$ cat src/rtl/seq_alu_accum_if.sv
// Operation/result bus of the sequential ALU/accumulator.
//   op_valid, opcode, operand_a : operation request (master -> slave)
//   op_ready                    : slave can accept an operation
//   acc                         : accumulator, 2*WIDTH bits, registered
//   result_valid                : one-cycle pulse after acc was written by an op
//   zero                        : acc == 0 (combinational)
//   overflow                    : carry-out flag of the last completed op
interface seq_alu_accum_if #(
  parameter int WIDTH = 4
);
  logic                   op_valid;
  logic                   op_ready;
  logic [2:0]             opcode;
  logic [WIDTH-1:0]       operand_a;
  logic [2*WIDTH-1:0]     acc;
  logic                   result_valid;
  logic                   zero;
  logic                   overflow;

  modport master (
    output op_valid, opcode, operand_a,
    input  op_ready, acc, result_valid, zero, overflow
  );

  modport slave (
    input  op_valid, opcode, operand_a,
    output op_ready, acc, result_valid, zero, overflow
  );
endinterface

$ cat src/rtl/seq_alu_accum.sv
// Sequential ALU/accumulator. Operand A comes with an opcode on the bus,
// operand B is the low WIDTH bits of the 2*WIDTH-bit accumulator, and the
// result is written back into the accumulator. All ops finish in the accept
// cycle except MUL, which runs a WIDTH-cycle shift-add sequence.
// Ports:
//   clock   : rising-edge clock
//   reset_n : asynchronous active-low reset
//   clear   : synchronous clear of acc/flags/state, overrides everything
//   bus     : seq_alu_accum_if.slave (handshake, operand, acc and flags)
module seq_alu_accum #(
  parameter int WIDTH    = 4,
  parameter bit SATURATE = 1'b0
) (
  input  logic            clock,
  input  logic            reset_n,
  input  logic            clear,
  seq_alu_accum_if.slave  bus
);

  localparam int ACC_W = 2 * WIDTH;
  localparam int CNT_W = $clog2(WIDTH) + 1;

  typedef logic [ACC_W-1:0] acc_t;
  typedef logic [CNT_W-1:0] cnt_t;
  typedef enum logic {S_IDLE, S_MUL} state_t;

  localparam logic [2:0] OP_INC   = 3'b111;
  localparam logic [2:0] OP_ACCUM = 3'b110;
  localparam logic [2:0] OP_ADD   = 3'b101;
  localparam logic [2:0] OP_PACK  = 3'b100;
  localparam logic [2:0] OP_ORR   = 3'b011;
  localparam logic [2:0] OP_SHL   = 3'b010;
  localparam logic [2:0] OP_SHR   = 3'b001;
  localparam logic [2:0] OP_MUL   = 3'b000;

  localparam acc_t ACC_W_V = acc_t'(ACC_W);

  // Full-width accumulate: clamp on carry-out when SATURATE, else wrap.
  function automatic acc_t sat_accum(input logic [ACC_W:0] sum);
    if (SATURATE && sum[ACC_W]) return '1;
    return sum[ACC_W-1:0];
  endfunction

  // Logical shift where any amount >= ACC_W flushes to zero.
  function automatic acc_t shift_val(input acc_t val, input acc_t amt, input logic left);
    if (amt >= ACC_W_V) return '0;
    return left ? (val << amt) : (val >> amt);
  endfunction

  state_t             state_q, state_d;
  acc_t               acc_q;
  logic               ovf_q;
  logic               rv_q;

  acc_t               mcand_q;
  logic [WIDTH-1:0]   mplier_q;
  acc_t               part_q;
  cnt_t               cnt_q;

  logic [WIDTH-1:0]   op_b;
  acc_t               a_ext, b_ext;
  logic [ACC_W:0]     accum_sum;
  acc_t               alu_res;
  logic               alu_ovf;
  acc_t               step_sum;
  logic               mul_last;
  logic               accept;
  logic               is_mul;

  assign op_b     = acc_q[WIDTH-1:0];
  assign accept   = bus.op_valid && (state_q == S_IDLE) && !clear;
  assign is_mul   = (bus.opcode == OP_MUL);
  // Partial product including the current multiplier bit; on the last
  // iteration this is already the final product.
  assign step_sum = part_q + (mplier_q[0] ? mcand_q : '0);
  assign mul_last = (cnt_q == cnt_t'(WIDTH - 1));

  assign bus.op_ready     = (state_q == S_IDLE);
  assign bus.acc          = acc_q;
  assign bus.result_valid = rv_q;
  assign bus.overflow     = ovf_q;
  assign bus.zero         = (acc_q == '0);

  always_comb begin
    a_ext     = acc_t'(bus.operand_a);
    b_ext     = acc_t'(op_b);
    accum_sum = {1'b0, acc_q} + {1'b0, a_ext};
    alu_res   = '0;
    alu_ovf   = 1'b0;
    case (bus.opcode)
      OP_INC:   alu_res = a_ext + acc_t'(1);
      OP_ACCUM: begin
        alu_res = sat_accum(accum_sum);
        alu_ovf = accum_sum[ACC_W];
      end
      OP_ADD:   alu_res = a_ext + b_ext;
      OP_PACK:  alu_res = {bus.operand_a | op_b, bus.operand_a ^ op_b};
      OP_ORR:   alu_res = acc_t'((|bus.operand_a) | (|op_b));
      OP_SHL:   alu_res = shift_val(b_ext, a_ext, 1'b1);
      OP_SHR:   alu_res = shift_val(b_ext, a_ext, 1'b0);
      default:  alu_res = '0;
    endcase
  end

  always_comb begin
    state_d = state_q;
    if (clear) begin
      state_d = S_IDLE;
    end else begin
      case (state_q)
        S_IDLE:  if (accept && is_mul) state_d = S_MUL;
        S_MUL:   if (mul_last) state_d = S_IDLE;
        default: state_d = S_IDLE;
      endcase
    end
  end

  // Control and architectural state: acc, flags, FSM
  always_ff @(posedge clock or negedge reset_n) begin
    if (!reset_n) begin
      state_q <= S_IDLE;
      acc_q   <= '0;
      ovf_q   <= 1'b0;
      rv_q    <= 1'b0;
    end else begin
      state_q <= state_d;
      rv_q    <= 1'b0;
      if (clear) begin
        acc_q <= '0;
        ovf_q <= 1'b0;
      end else if (state_q == S_IDLE) begin
        if (accept && !is_mul) begin
          acc_q <= alu_res;
          ovf_q <= alu_ovf;
          rv_q  <= 1'b1;
        end
      end else if (mul_last) begin
        acc_q <= step_sum;
        ovf_q <= 1'b0;
        rv_q  <= 1'b1;
      end
    end
  end

  // Multiplier datapath: operands latched at accept, one bit per MUL cycle
  always_ff @(posedge clock) begin
    if (state_q == S_IDLE) begin
      if (accept) begin
        mcand_q  <= a_ext;
        mplier_q <= op_b;
        part_q   <= '0;
        cnt_q    <= '0;
      end
    end else begin
      part_q   <= step_sum;
      mcand_q  <= mcand_q << 1;
      mplier_q <= mplier_q >> 1;
      cnt_q    <= cnt_q + cnt_t'(1);
    end
  end

endmodule

$ cat src/flat_wrapper.sv
// flat-port wrapper written by rule: the top's interface ports become plain ports
module seq_alu_accum_flat 
#(
  parameter int WIDTH    = 4,
  parameter bit SATURATE = 1'b0
)
  (clock, reset_n, clear, bus_op_valid, bus_opcode, bus_operand_a, bus_op_ready, bus_acc, bus_result_valid, bus_zero, bus_overflow);
  seq_alu_accum_if #(.WIDTH(WIDTH)) bus_i ();
  input  logic clock;
  input  logic reset_n;
  input  logic clear;
  input wire logic [$bits(bus_i.op_valid)-1:0] bus_op_valid;
  input wire logic [$bits(bus_i.opcode)-1:0] bus_opcode;
  input wire logic [$bits(bus_i.operand_a)-1:0] bus_operand_a;
  output wire logic [$bits(bus_i.op_ready)-1:0] bus_op_ready;
  output wire logic [$bits(bus_i.acc)-1:0] bus_acc;
  output wire logic [$bits(bus_i.result_valid)-1:0] bus_result_valid;
  output wire logic [$bits(bus_i.zero)-1:0] bus_zero;
  output wire logic [$bits(bus_i.overflow)-1:0] bus_overflow;
  assign bus_i.op_valid = bus_op_valid;
  assign bus_i.opcode = bus_opcode;
  assign bus_i.operand_a = bus_operand_a;
  assign bus_op_ready = bus_i.op_ready;
  assign bus_acc = bus_i.acc;
  assign bus_result_valid = bus_i.result_valid;
  assign bus_zero = bus_i.zero;
  assign bus_overflow = bus_i.overflow;
  seq_alu_accum #(.WIDTH(WIDTH), .SATURATE(SATURATE)) u_core (.clock(clock), .reset_n(reset_n), .clear(clear), .bus(bus_i));
endmodule
$ cat config.mk
export PLATFORM = sky130hd
export DESIGN_NAME = seq_alu_accum_flat
export DESIGN_NICKNAME = d
export VERILOG_FILES = /design/src/rtl/seq_alu_accum_if.sv /design/src/rtl/seq_alu_accum.sv /design/src/flat_wrapper.sv
export SDC_FILE = /design/constraint.sdc
export NUM_CORES = 1
export LEC_CHECK = 0
export BUFFER_PORTS_ARGS = -buffer_cell sky130_fd_sc_hd__buf_2
export CORE_MARGIN = 5
export CORE_UTILIZATION = 45
export CTS_BUF_LIST = sky130_fd_sc_hd__clkbuf_2
export DETAILED_ROUTE_END_ITERATION = 6
export GPL_TIMING_DRIVEN = 0
export SLEW_MARGIN = 5
export SYNTH_ARGS = -nofsm -noshare
export SYNTH_HDL_FRONTEND = slang
export SYNTH_SLANG_ARGS = --single-unit
$ cat constraint.sdc
create_clock -name clock -period 6.2 [get_ports clock]
set_clock_uncertainty 0.1 [all_clocks]
set_input_delay 1.24 -clock clock [delete_from_list [all_inputs] [get_ports clock]]
set_output_delay 1.24 -clock clock [all_outputs]
set_load 0.01 [all_outputs]
* After elaboration in Yosys (flattened, before gate mapping)
Cells that the tools add are included.
** Operators by class
- Order comparisons :: 1
- Bitwise gates (word level) :: 4
- Reductions and logical operators :: 13
- Equality and inequality tests :: 9
- Muxes and demuxes :: 33
- Add/subtract/negate cells :: 5
- Shift operators :: 2
** Operator list (number)
- 8-bit 2-to-1 mux :: 12
- 8-bit case mux with 7 select lines :: 1
- 1-bit 2-to-1 mux :: 15
- 3-bit equality test (second input constant) :: 4
- 3-bit 2-to-1 mux :: 4
- 8-bit by 4-bit adder with 9-bit output :: 1
- 3-bit by 2-bit equality test with 1-bit output (second input constant) :: 3
- 8-bit adder :: 1
- 8-bit zero test :: 1
- 4-bit OR reduction :: 2
- 4-bit by 4-bit left shift with 8-bit output :: 1
- 4-bit by 4-bit right shift with 8-bit output :: 1
- 4-bit by 1-bit adder with 5-bit output (second input constant) :: 1
- 4-bit by 4-bit adder with 5-bit output :: 1
- 4-bit >= comparator (second input constant) :: 1
- 1-bit logical AND :: 4
- 4-bit bitwise OR :: 1
- 4-bit bitwise XOR :: 1
- 3-bit by 1-bit adder with 3-bit output (second input constant) :: 1
- 3-bit by 1-bit equality test with 1-bit output (second input constant) :: 1
- 3-bit zero test :: 1
- 3-bit != test (second input constant) :: 1
- 3-bit nonzero test :: 1
- 1-bit zero test :: 2
- 5 further kinds :: 5
** Storage, ports and cells
- Word-level logic and storage cells :: 77
- Output and inout bits :: 12
- Register bits after elaboration :: 34
- Bits of input ports :: 11

* Longest topological paths before layout
Gate-level depths: netlist of the first run.
- Depth in word-level cells :: 8
- Mapped depth :: 10
- Gate-level depth less buffers :: 9

* Worst setup path before layout of the first run
OpenSTA, ideal clock, no wires.
- Kind :: input to register
- Start :: input port bus_opcode[0]
- End :: register u_core.acc_q[4], in the netlist u_core.bus.acc[4]
- Stages :: 10
- Required time :: 5971 ps
- Buffers on the path :: 1
- Setup slack :: 2903 ps
- Setup time :: 129 ps
- Arrival :: 3068 ps
- Path through :: buf_2 > nand2_1 > or3_1 > ha_1 > fa_1 > a21o_1 > a21oi_1 > o221ai_1 > o21ai_0 > a31oi_1
** On the way
- Word-level cells in the longest chain between the ends :: 5
- Elaborated cells on any way between the ends :: 16
- Those cells by class :: eq/ne (7); mux (4); reduce/logical (5)
** RTL lines
- start: declaration :: RTL line flat_wrapper.sv:13 : input wire logic [$bits(bus_i.opcode)-1:0] bus_opcode;
- 3-bit by 1-bit equality test with 1-bit output, or another cell as far along
- 8-bit case mux with 7 select lines / 1-bit zero test (equally long branches) :: RTL line seq_alu_accum.sv:90, seq_alu_accum.sv:132
- 8-bit 2-to-1 mux / 1-bit logical AND (equally long branches) :: RTL line seq_alu_accum.sv:132 : if (accept && !is_mul) begin
- 8-bit 2-to-1 mux / 3-bit nonzero test (equally long branches)
- 8-bit 2-to-1 mux / 2-bit AND reduction (equally long branches)
- end signal: assignment :: RTL line seq_alu_accum.sv:133 : acc_q <= alu_res;
- end signal: assignment :: RTL line seq_alu_accum.sv:138 : acc_q <= step_sum;
- end: declaration :: RTL line seq_alu_accum.sv:51 : acc_t acc_q;
Parallel ways exist; a longest one is shown, timed or not. The select of a mux whose other input is x is not followed.
A chain may end at the register's enable or synchronous reset.

* Final worst setup path of the first run
Same ends and word-level chain as after synthesis.

==> results of run 1 <==
[path summary, 6_finish.rpt]
| kind | start | end | slack (ps) | cells past startpoint |
|---|---|---|---|---|
| setup / recovery | bus_opcode[0] | u_core.bus.acc[4]$_DFFE_PN0P_ | 2720 | 11 |
| hold / removal | u_core.mplier_q[3]$_SDFFE_PP0P_ | u_core.mplier_q[3]$_SDFFE_PP0P_ | 380 | 2 |
| setup reg to reg | u_core.bus.acc[1]$_DFFE_PN0P_ | u_core.bus.acc[3]$_DFFE_PN0P_ | 3420 | 9 |
| hold reg to reg | u_core.mplier_q[3]$_SDFFE_PP0P_ | u_core.mplier_q[3]$_SDFFE_PP0P_ | 380 | 2 |
| max in group asynchronous | reset_n | u_core.bus.result_valid$_DFF_PN0_ | 5190 | 1 |
| min in group asynchronous | reset_n | u_core.bus.acc[1]$_DFFE_PN0P_ | 590 | 1 |
[report_power, final]
| part | switching, mW | internal [mW] | leakage [nW] | total, mW |
|---|---|---|---|---|
| Sequential | 0.0113 | 0.254 | 0.371 | 0.265 |
| Clock | 0.0851 | 0.109 | 0.0532 | 0.195 |
| Combinational | 0.0789 | 0.0510 | 0.893 | 0.130 |
[state kept, by name (all words and copies together) (netlist names)]
| signal | flops |
|---|---|
| u_core.mplier_q | 4 |
| u_core.bus.overflow | 1 |
| u_core.bus.result_valid | 1 |
| u_core.mcand_q | 8 |
| u_core.part_q | 8 |
| u_core.state_q | 1 |
| u_core.bus.acc | 8 |
| u_core.cnt_q | 3 |
[layout make-up]
cell class	count	area [um2]	area share, %
multi-input cells	239	1710	55.5
clock buffers	5	25.0	0.812
plain buffers	15	70.1	2.27
well taps	75	93.8	3.05
clock inverters	3	68.8	2.23
repair buffers	22	110	3.57
inverters	15	56.3	1.83
flip-flops and latches	34	946	30.7
[worst min-delay path, delay by kind of cell (launching register included)]
| family | cells | cell delay [ps] |
|---|---|---|
| AO/OA/AOI/OAI | 1 | 60 |
| flip-flops | 1 | 350 |
| AND/OR/NAND/NOR | 1 | 50 |
[cell usage in the layout (no fill, tap or decap), drive strengths merged, types with 4 or more instances in the layout]
| cell | count |
|---|---|
| buf | 29 |
| nand2 | 28 |
| ha | 23 |
| edfxtp | 21 |
| nor2 | 18 |
| and2 | 15 |
| inv | 15 |
| a21oi | 15 |
| clkbuf | 13 |
| o21ai | 12 |
| nor3 | 11 |
| dfrtp | 11 |
| mux2i | 9 |
| nand3 | 9 |
| and3 | 7 |
| nor3b | 7 |
| xor2 | 6 |
| a211oi | 6 |
| xnor2 | 5 |
| o22ai | 5 |
| nand2b | 5 |
| o31ai | 4 |
| a21o | 4 |
| o211ai | 4 |
| o221ai | 4 |
[cell families (layout without fill, tap and decap cells)]
logic type | Yosys count | count (layout) | synth area share (%)
simple gates | 122 | 122 | 24.1
compound gates | 67 | 67 | 16.1
flops | 34 | 34 | 34.0
buf+inv | 30 | 60 | 4.54
fa+ha+maj | 26 | 26 | 12.5
mux | 13 | 13 | 5.26
xor+xnor | 11 | 11 | 3.46
[routing by layer]
metal	wire, um	vias to the layer above	GRT usage, %
li1	-	1178	-
met1	3600	1170	29.1
met2	3360	84	31.0
met3	426	7	4.00
met4	73	0	4.40
met5	0	-	0
==> flow_summary.toml, run 1 <==
[status]
status = "finished clean"

[floorplanning]
coreArea_um2 = 5960
die_area_um2 = 7860
initial_core_util_pct = 46.7
fp.dieW_um = 88.6
fp-row-count = 28
die_h_um = 88.6
ios = 23

[route]
postRouteAntennaNets = 0
dr.pass1.iters = 5
drt-initial-drc-count = 179
num_vias = 2439
wire_per_inst_um = 18.3
routed_wl_mm = 7.46
drc = 0
vias_per_cell = 5.98

[finish]
instances_no_fill = 408
num_antenna_cells = 0
fin_util_pct = 51.7
drive_gt1_share_pct = 14.4
area_growth_pct = 10.7
final_area_um2 = 3080
fillers = 592
nets = 369

[clock_network]
clk_pin_slew_ps = 200
numCtsBuffers = 5
clk_latency_ps = 390
clock-root-buffer = "clkbuf_2"
cts_tree = "yes"
clk_path_buf_depth = 2
cts_resized = 0
post_cts_buffers = 0
htreeDepth = 2
cts_sinks = 34
ctsHoldBuffers = 0

[worst_setup_path]
cp_num_buf_inv = 2
critPathCaptureType = "flop"
cp_data_arrival_time_ps = 3660
path_cells = "buf_2 -> buf_2 -> nand2_1 -> or3_1 -> ha_1 -> fa_1 -> a21o_1 -> a21oi_1 -> o221ai_1 -> o21ai_0 -> a31oi_1"
crit_top_cell = "buf_2"
critPathRequiredTime_ps = 6380
cp_slowest_cell = "fa_1"
critPathTopFamily = "compound AO/OA/AOI/OAI gates"
cp-start-kind = "primary input"
cp_max_fo = 10
critical_path.max_stage_delay_ps = 400
crit_type = "primary input to flop"

[sta]
fin_crit_sh_pct = 56.1
grt_setup_unrepaired = "false"
hold_slack_ps = 379
fmax_mhz = 288
finalMaxSlewViolations = 0
setup_viol_count_final = 0
relSlewSlack_pct = 41.1
worst_slew_pin_slew_ps = 881
hold_violations = 0
fin_setup_tns_ps = 0
fin_crit_ps = 3480
worst_slack_ps = 2720

[run]
cap_violations = 0

[synthesis]
synthFlopType = "edfxtp_1"
async_flop_share_pct = 32.4
yosysUniqueCellTypes = 55
synth_common_cells = "nand2_1, ha_1, edfxtp_1"
synth.largest_area_cell = "edfxtp_1"
ys_ff_latch = 34
yosysMostFrequentCell = "nand2_1"
synth_edf_count = 21
synth.area.top_cells = "edfxtp_1, ha_1, dfrtp_1"
synth_top_area_share_pct = 22.7
syn_avg_cell_area_um2 = 9.18
synth_area_um2 = 2780
syn_inst = 303
yosysWarnings = 0
yosysSeqAreaShare_pct = 34.0
syn_nets = 340

[pwr]
ir_drop_mv = 0.146
powerDensity_nw_per_um2 = 191
leakage_nw = 1.32
total_power_mw = 0.590

[placement]
dp_hpwl_mm = 5.63
gp_congestion = 0.937
pre_cts_ws_ps = 2370
postPlaceCellArea_um2 = 2990
io_buffer_count = 22
dp_cells = 400

[global_route]
grt-ovfl-total = 0
grt_pass1_wl_mm = 11.9
antenna_found_initial = 0
grt_max_degree = 22
grt_pass1_vias = 2250
grt.total_usage_pct = 20.1

[worst_hold_path]
hold_path_class = "flop to flop"
Note: power is estimated with default switching activity, not from simulation.
==> run 2, diff against run 1 <==
- PLACE_DENSITY: not set -> 0.65
- clock period: 6.2 -> 3.1 ns (I/O delays scaled with it)
==> flow_summary.toml, run 2 (same netlist as run 1, synthesis figures left out) <==
[worst_setup_path]
cp_max_fo = 10
cp-start-kind = "primary input"
critPathRequiredTime_ps = 3280
critPathCaptureType = "flop"
cp_num_buf_inv = 2
cp_slowest_cell = "fa_1"
crit_type = "primary input to flop"
critical_path.max_stage_delay_ps = 400
crit_top_cell = "buf_2"
critPathTopFamily = "compound AO/OA/AOI/OAI gates"
cp_data_arrival_time_ps = 2990
path_cells = "buf_2 -> buf_2 -> nand2_1 -> or3_1 -> ha_1 -> fa_1 -> a21o_1 -> a21oi_1 -> o221ai_1 -> o21ai_0 -> a31oi_1"

[sta]
fin_crit_sh_pct = 90.7
worst_slack_ps = 288
relSlewSlack_pct = 40.2
hold_violations = 0
grt_setup_unrepaired = "false"
setup_viol_count_final = 0
fmax_mhz = 356
worst_slew_pin_slew_ps = 895
fin_crit_ps = 2810
finalMaxSlewViolations = 0

[placement]
postPlaceCellArea_um2 = 2990
dp_hpwl_mm = 5.49
pre_cts_ws_ps = -35.5
io_buffer_count = 22
dp_cells = 400
gp_congestion = 0.965

[finish]
drive_gt1_share_pct = 14.1
num_antenna_cells = 0
final_cell_mix = "nand2_1, buf_2, ha_1"
final_area_um2 = 3040
final_common_cell = "nand2_1"
nets = 370
instances_no_fill = 409
area_growth_pct = 9.17

[floorplanning]
die_h_um = 88.6
die_area_um2 = 7860
coreArea_um2 = 5960
initial_core_util_pct = 46.7
ios = 23
fp.dieW_um = 88.6
fp-row-count = 28

[global_route]
antenna_found_initial = 0
grt_max_degree = 22
grt_pass1_wl_mm = 11.6
grt-ovfl-total = 0
grt_pass1_vias = 2303
grt.total_usage_pct = 19.3

[clock_network]
ctsHoldBuffers = 1
cts_resized = 0
cts_tree = "yes"
post_cts_buffers = 0
htreeDepth = 2
cts_sinks = 34
numCtsBuffers = 5
clock-root-buffer = "clkbuf_2"
clk_pin_slew_ps = 180
clk_latency_ps = 380
clk_path_buf_depth = 2

[route]
dr.pass1.iters = 5
postRouteAntennaNets = 0
vias_per_cell = 6.01
wire_per_inst_um = 17.5
routed_wl_mm = 7.17
drt-initial-drc-count = 202
drc = 0
num_vias = 2457

[run]
cap_violations = 0

[pwr]
leakage_nw = 1.29
ir_drop_mv = 0.149
powerDensity_nw_per_um2 = 329

[status]
status = "finished clean"

[worst_hold_path]
hold_path_class = "flop to flop"
## run 2: changes by cell type in the layout (fill, tap and decap cells not counted), sizes merged
cell         before  now
clkinvlp          0    1
bufinv            2    0
dlygate4sd3       0    1
clkinv            1    2
## run 2: power breakdown
| group | internal, mW | total, mW | switching [mW] | leakage [nW] |
|---|---|---|---|---|
| clock network | 0.0514 | 0.211 | 0.159 | 0.0264 |
| logic | 0.103 | 0.259 | 0.157 | 0.897 |
| registers | 0.508 | 0.529 | 0.0215 | 0.371 |
| total | 0.662 | 1.00 | 0.338 | 1.29 |
## run 2: per-stage QoR
stage | setup TNS [ps] | power, mW | hold slack (ps) | util [%]
CTS | 0 | 1.00 | 377 | 51.0
global placement | 0 | 0.791 | 348 | 50.1
finish | 0 | 1.00 | 380 | 51.0
floorplan | 0 | 0.708 | 224 | -
global route | 0 | 1.05 | 412 | 51.0
detailed placement | -35.5 | 0.793 | 355 | 50.1
## run 2: cell type report
class                   instances  area, um2
fillers                       581       2920
plain buffers                  15       70.1
multi-input cells             239       1710
clock inverters                 3       16.3
repair buffers                 23        120
inverters                      15       56.3
well taps                      75       93.8
flip-flops and latches         34        946
clock buffers                   5       25.0
## run 2: worst paths after layout
check,from,to,slack (ps),cells after the start
max in group asynchronous,reset_n,u_core.bus.overflow$_DFFE_PN0P_,2200,2
max,bus_opcode[0],u_core.bus.acc[4]$_DFFE_PN0P_,290,11
max reg2reg,u_core.mplier_q[0]$_DFFE_PP_,u_core.bus.acc[6]$_DFFE_PN0P_,370,8
min reg2reg,u_core.mplier_q[3]$_SDFFE_PP0P_,u_core.mplier_q[3]$_SDFFE_PP0P_,380,2
min,u_core.mplier_q[3]$_SDFFE_PP0P_,u_core.mplier_q[3]$_SDFFE_PP0P_,380,2
min in group asynchronous,reset_n,u_core.bus.acc[7]$_DFFE_PN0P_,500,2
## run 2: worst reg2reg max path, delay by kind of cell (launching register included)
family,cells,cell delay [ps]
AOI/OAI and AO/OA,3,820
adders and majority gates,2,630
DFF,1,520
and+or+nand+nor,2,320
muxes,1,300
## run 2: layer usage
| metal | share of wire (%) | track usage [%] | vias up |
|---|---|---|---|
| met4 | 1.5 | 5.49 | 0 |
| met2 | 46 | 30.2 | 88 |
| met5 | 0 | 0 | - |
| met1 | 47 | 27.9 | 1179 |
| met3 | 5.6 | 2.61 | 10 |
| li1 | - | - | 1180 |
